### config.mk
export PLATFORM = sky130hd
export DESIGN_NAME = serial_word_capture
export DESIGN_NICKNAME = d
export VERILOG_FILES = /design/src/rtl/serial_word_capture.sv
export SDC_FILE = /design/constraint.sdc
export NUM_CORES = 1
export LEC_CHECK = 0
export ABC_CLOCK_PERIOD_IN_PS = 2100
export CAP_MARGIN = 20
export CELL_PAD_IN_SITES_DETAIL_PLACEMENT = 1
export CELL_PAD_IN_SITES_GLOBAL_PLACEMENT = 1
export CORE_MARGIN = 2
export CORE_UTILIZATION = 39
export DETAILED_ROUTE_END_ITERATION = 10
export PLACE_DENSITY_LB_ADDON = 0.1
export SLEW_MARGIN = 10
export SYNTH_ARGS = -nofsm -noshare
export SYNTH_HDL_FRONTEND = slang
export SYNTH_SLANG_ARGS = --single-unit
### constraint.sdc
create_clock -name clock -period 2.1 [get_ports clock]
set_input_delay 0.42 -clock clock [delete_from_list [all_inputs] [get_ports clock]]
set_output_delay 0.42 -clock clock [all_outputs]
set_load 0.02 [all_outputs]
### src/rtl/serial_word_capture.sv
// Serial-to-word capture: LSB-first shift register feeding a one-entry valid/ready buffer.
// Defining SERIAL_WORD_PARITY_EN adds registered even parity on out_parity.
module serial_word_capture #(
  parameter int WIDTH = 8,
  parameter int CNT_W = 5
) (
  input  logic             clock,
  input  logic             reset,
  input  logic             din,
  input  logic             din_en,
  input  logic             clear,
  input  logic             out_ready,
  output logic [WIDTH-1:0] out_data,
  output logic             out_valid,
  output logic             out_parity,
  output logic             overrun,
  output logic [CNT_W-1:0] bit_count
);

  typedef enum logic {EMPTY = 1'b0, FULL = 1'b1} buf_state_t;

  logic [WIDTH-1:0] shreg;
  logic [WIDTH-1:0] next_word;
  logic             word_done;
  buf_state_t       state;

  assign next_word = {din, shreg[WIDTH-1:1]};
  assign word_done = din_en && (bit_count == CNT_W'(WIDTH-1));

  // Shift path: only din_en advances it; clear wins over din_en.
  always_ff @(posedge clock or negedge reset) begin
    if (!reset) begin
      shreg     <= '0;
      bit_count <= '0;
    end else if (clear) begin
      shreg     <= '0;
      bit_count <= '0;
    end else if (din_en) begin
      shreg     <= next_word;
      bit_count <= word_done ? '0 : bit_count + 1'b1;
    end
  end

  // Output buffer FSM. A completing word always loads when EMPTY or when the
  // current word is being accepted on the same edge; otherwise it is dropped.
  always_ff @(posedge clock or negedge reset) begin
    if (!reset) begin
      state     <= EMPTY;
      out_valid <= 1'b0;
      out_data  <= '0;
      overrun   <= 1'b0;
    end else if (clear) begin
      state     <= EMPTY;
      out_valid <= 1'b0;
      overrun   <= 1'b0;
    end else begin
      case (state)
        EMPTY: begin
          if (word_done) begin
            state     <= FULL;
            out_valid <= 1'b1;
            out_data  <= next_word;
          end
        end
        FULL: begin
          if (word_done && out_ready) begin
            out_data <= next_word;
          end else if (word_done) begin
            overrun <= 1'b1;
          end else if (out_ready) begin
            state     <= EMPTY;
            out_valid <= 1'b0;
          end
        end
        default: begin
          state     <= EMPTY;
          out_valid <= 1'b0;
        end
      endcase
    end
  end

`ifdef SERIAL_WORD_PARITY_EN
  logic load_word;
  assign load_word = word_done && ((state == EMPTY) || out_ready);

  // Parity tracks out_data exactly: same load condition, survives clear.
  always_ff @(posedge clock or negedge reset) begin
    if (!reset)
      out_parity <= 1'b0;
    else if (!clear && load_word)
      out_parity <= ^next_word;
  end
`else
  assign out_parity = 1'b0;
`endif

endmodule

Yosys cells after proc, flatten, opt, wreduce, memory -nomap -nowiden
Cells that the tools add are included.
- register bits: 24
- logic and storage cells: 48
- bits of input ports: 6
- output and inout bits: 16
- bitwise logic cells: 2
- reduce and logical (&&, ||, !) cells: 8
- equal/unequal tests: 8
- multiplexer cells: 23
- add/sub/neg operators: 1
- operators with widths (cell ; count):
    $mux 8 ; 4
    $pmux 8 s2 ; 1
    $mux 5 ; 3
    $mux 1 ; 13
    $ne 3x3->1 const B ; 4
    $reduce_and 3->1 ; 2
    $reduce_bool 2->1 ; 3
    $add 5x1->5 const B ; 1
    $eq 5x3->1 const B ; 1
    $ne 2x2->1 const B ; 2
    $pmux 1 s2 ; 2
    $reduce_and 4->1 ; 1
    $logic_and 1x1->1 ; 2
    $ne 2x1->1 const B ; 1
    $not 1->1 ; 2

Logic depth before layout (Yosys ltp)
- depth in word-level cells: 6
- gate-level depth with buffers: 5
- depth with buffers taken out: 4

Least setup slack after synthesis
Ideal clock, no wire load.
- kind: register -> register
- start: register bit_count[0]
- end: register out_data[0]
- period minus slack after synthesis: 1.659 ns
- data arrival time: 1.534 ns
- setup time: 0.125 ns
- required time: 1.975 ns
- path buffers: 1
- cell stages (with the launch flop): 6
- setup slack: 0.441 ns
- path through: dfrtp_1 > ha_1 > nand3_2 > and4bb_1 > buf_6 > mux2_4
- longest elaborated chain between the ends: 5
- elaborated cells between the ends (all ways): 6
- those cells by class: eq/ne: 3; reduce/logical: 3
- RTL lines (item ; line ; text):
    from (decl) ; 17 ; output logic [CNT_W-1:0] bit_count
    from (signal assigned) ; 40 ; bit_count <= word_done ? '0 : bit_count + 1'b1;
    $eq 5x3->1 * ; 28 ; assign word_done = din_en && (bit_count == CNT_W'(WIDTH-1));
    $logic_and 1x1->1 * ; 28 ;
    $logic_and 1x1->1 ; 66 ; if (word_done && out_ready) begin
    $ne 2x1->1 (no line) ; - ;
    $reduce_and 3->1 (no line) * ; - ;
    to (signal assigned) ; 62 ; out_data <= next_word;
    to (signal assigned) ; 67 ; out_data <= next_word;
    to (decl) ; 13 ; output logic [WIDTH-1:0] out_data,
Every way passes the cells marked *; elsewhere a longest branch is shown, timed or not.
A chain may end at the register's enable or synchronous reset.

Worst setup path after layout
- start: register bit_count[2]
- end: output port bit_count[2]
No word-level cell between the ends.

==> results by group <==
STA
  – Min Tclk post-route: ~1.8 ns
  – Setup tns final: 0 ns
  – F_max: 552 MHz
  – Clock skew: 0.00759 ns
  – Tcrit/Tclk final: around 86%
  – Hold Vio Cnt, Final: 0
  – Max-slew violations: 0
  – # setup viols final: 0
  – RSZ-0062 raised after global routing: false

Clock tree
  – CTS tree: built
  – Worst skew pair latency: 0.30 ns
  – Post-CTS Hold Buffers: 0
  – Max clock buf depth: 2
  – Clock Pin Slew Worst Setup and Hold Paths: 0.13 ns
  – # resized after CTS: 0
  – Total CTS buffers: 3
  – H-tree levels: 1
  – Post-CTS Setup Repair Bufs: 0
  – Clock sink count: 23
  – Clock root cell: clkbuf_4

Setup path
  – Critical path class: register to output pin
  – Slowest-stage cell, CP: clkdlybuf4s50_1
  – Crit start category: register
  – Crit-path max FO: 5
  – Family with the most delay on the worst path: buffers and inverters
  – Req. time, crit path: 1.68 ns
  – Buf/Inv on CP: 1
  – Worst R2R Setup Slack: 0.45 ns
  – Crit-path cells: clkdlybuf4s50_1
  – CP max stage delay: between 0.6 and 0.7 ns
  – CP arrival: 1.39 ns
  – CP endpoint kind: output pin

Yosys
  – Register area share after synthesis: 57.2%
  – Syn Std Cell Area: around 1000 um^2
  – Yosys warnings: 0
  – Syn Inst Count: 78
  – Mux contribution to synthesized area: 19.9%
  – Synthesis-stage register bit count: 23
  – Share of the synthesized area in the top cell type: 57.2%
  – Post-synth net total: 85
  – Distinct cells, synth: 22
  – Compound-gate portion of the synthesized area: 2.11%
  – Largest family of logic cells by synthesized area: multiplexers
  – Synth area leader: dfrtp_1
  – Post-Synth Simple-Gate Area: 12.1%
  – Post-Synth Adder-Cell Area: 1.24%
  – XOR/XNOR Fraction of Synth Area: 3.48%
  – Ranking of synthesized cells by area: dfrtp_1 57%, mux2_4 12%, mux2i_1 8.0%
  – Avg Inst Size Synth: 12.9 um^2

Layout
  – Fillers: 256
  – FF+latch area: 576 um^2
  – Antenna Diode Count: 0
  – Nets@finish: around 110
  – Footprint of the multi-input gates: 394 um^2
  – Post-route core utilization: 52.2%
  – Layout area overhead: 27.4%
  – Share of post-route cells with drive strength above 1: 16.8%

Floorplanning
  – Chip width: ~55 um
  – Die height: approximately 55 um
  – Starting Density: 41.0%
  – Num rows: 18
  – DIE AREA: 3000 um^2
  – Core Region: 2450 um^2
  – Ports: 22

Job
  – # Max-Cap Violations: 0

Detailed routing
  – Vias: 638
  – Total wire length: 1.72 mm
  – DR vias/cell: 4.87
  – DR pass1 iterations: 2
  – Initial drt markers: 2
  – Residual DRC: 0
  – Routed Antenna Nets: 0
  – Routed len/inst: 13.1 um

GRT
  – GRT Overall Usage: between 10 and 15%
  – Largest net degree at the start of global routing: 24
  – Grt total ovfl: 0
  – Number of global-route vias before repair: 634
  – Initial antenna violation count: 0
  – First-pass GRT wire length: roughly 2.9 mm

Power and ir drop
  – Leakage: 0.590 nW
  – VDD IR max: between 300 and 400 uV
  – Cell Pwr Density: 559 nW/um^2

Outcome
  – Status: completed

Placement
  – HPWL Detailed: 1.26 mm
  – RePlAce Congestion: ~0.64
  – PortBufs: 20

Min path
  – Hold Path Class: input pin to asynchronous set/reset pin
worst paths after layout:
path                              start           end  cells past startpoint
min reg2reg                       state     out_valid                      1
max reg2reg                bit_count[0]   out_data[1]                      5
min in group clock                state     out_valid                      1
max in group asynchronous         reset      shreg[1]                      2
min                               reset      shreg[6]                      2
max                        bit_count[2]  bit_count[2]                      1
layout by cell type, fill, tap and decap left out:
cell type,n
nand4_1,2
nor3_1,3
mux2_4,8
clkinv_2,1
inv_1,1
a221oi_1,1
and4bb_1,1
xnor2_1,1
dfrtp_1,23
clkdlybuf4s50_1,20
a21oi_1,1
buf_4,3
buf_12,1
conb_1,1
nand2b_1,3
xor2_1,3
clkbuf_4,3
nor2_1,11
nand2_1,3
o31ai_1,1
mux2i_1,8
ha_1,1
nand3_2,1
cell families (layout without fill, tap and decap cells):
logic type / after synthesis / count (layout)
simple gates: 24 / 24
compound gates: 3 / 3
buf+inv: 6 / 29
fa+ha+maj: 1 / 1
other cells: 1 / 1
xor+xnor: 4 / 4
flops: 23 / 23
mux: 16 / 16
Yosys cell counts:
cell type and n:
o31ai_1 1, and4bb_1 1, mux2i_1 8, buf_2 2
nand3_2 1, buf_4 1, xnor2_1 1, dfrtp_1 23
mux2_4 8, conb_1 1, a21oi_1 1, a221oi_1 1
ha_1 1, nand2_1 3, nor2_1 11, nand4_1 2
nor3_1 3, inv_1 1, clkbuf_1 1, xor2_1 3
buf_6 1, nand2b_1 3
state kept, by name (all words and copies together) (netlist names):
signal and flops:
bit_count 5, out_data 8, out_valid 1, overrun 1, shreg 7, state 1
stage by stage:
stage	setup slack, ns	std cells	total power [mW]	instance area (um^2)	hold WS (ns)
2_1_floorplan	0.441	78	0.495	1010	0.124
3_3_place_gp	0.201	127	0.529	1250	0.472
3_5_place_dp	0.182	127	0.530	1250	0.492
4_1_cts	0.265	131	0.731	1280	0.457
5_1_grt	0.240	131	0.757	1280	0.464
6_report	0.288	131	0.716	1280	0.454
where the power goes:
part / total (mW) / internal [mW] / leakage (nW) / switching [mW]
combinational: 0.0637 / 0.0299 / 0.254 / 0.0338
clock: 0.196 / 0.0709 / 0.0177 / 0.126
sequential: 0.456 / 0.449 / 0.319 / 0.00688
total: 0.716 / 0.550 / 0.590 / 0.166
layer usage:
layer / track usage, % / share of wire, %
met4: 3.75 / 0
met1: 18.2 / 50
met2: 21.6 / 44
met5: 0 / 0
met3: 3.28 / 5.6
layout make-up:
class / count / share of cell area (%)
clock inverters: 1 / 0.391
multi-input cells: 49 / 30.8
repair buffers: 24 / 18.9
inverters: 1 / 0.293
well taps: 30 / 2.93
flip-flops and latches: 23 / 44.9
clock buffers: 3 / 1.76
Power figures use the tool's default switching activity.
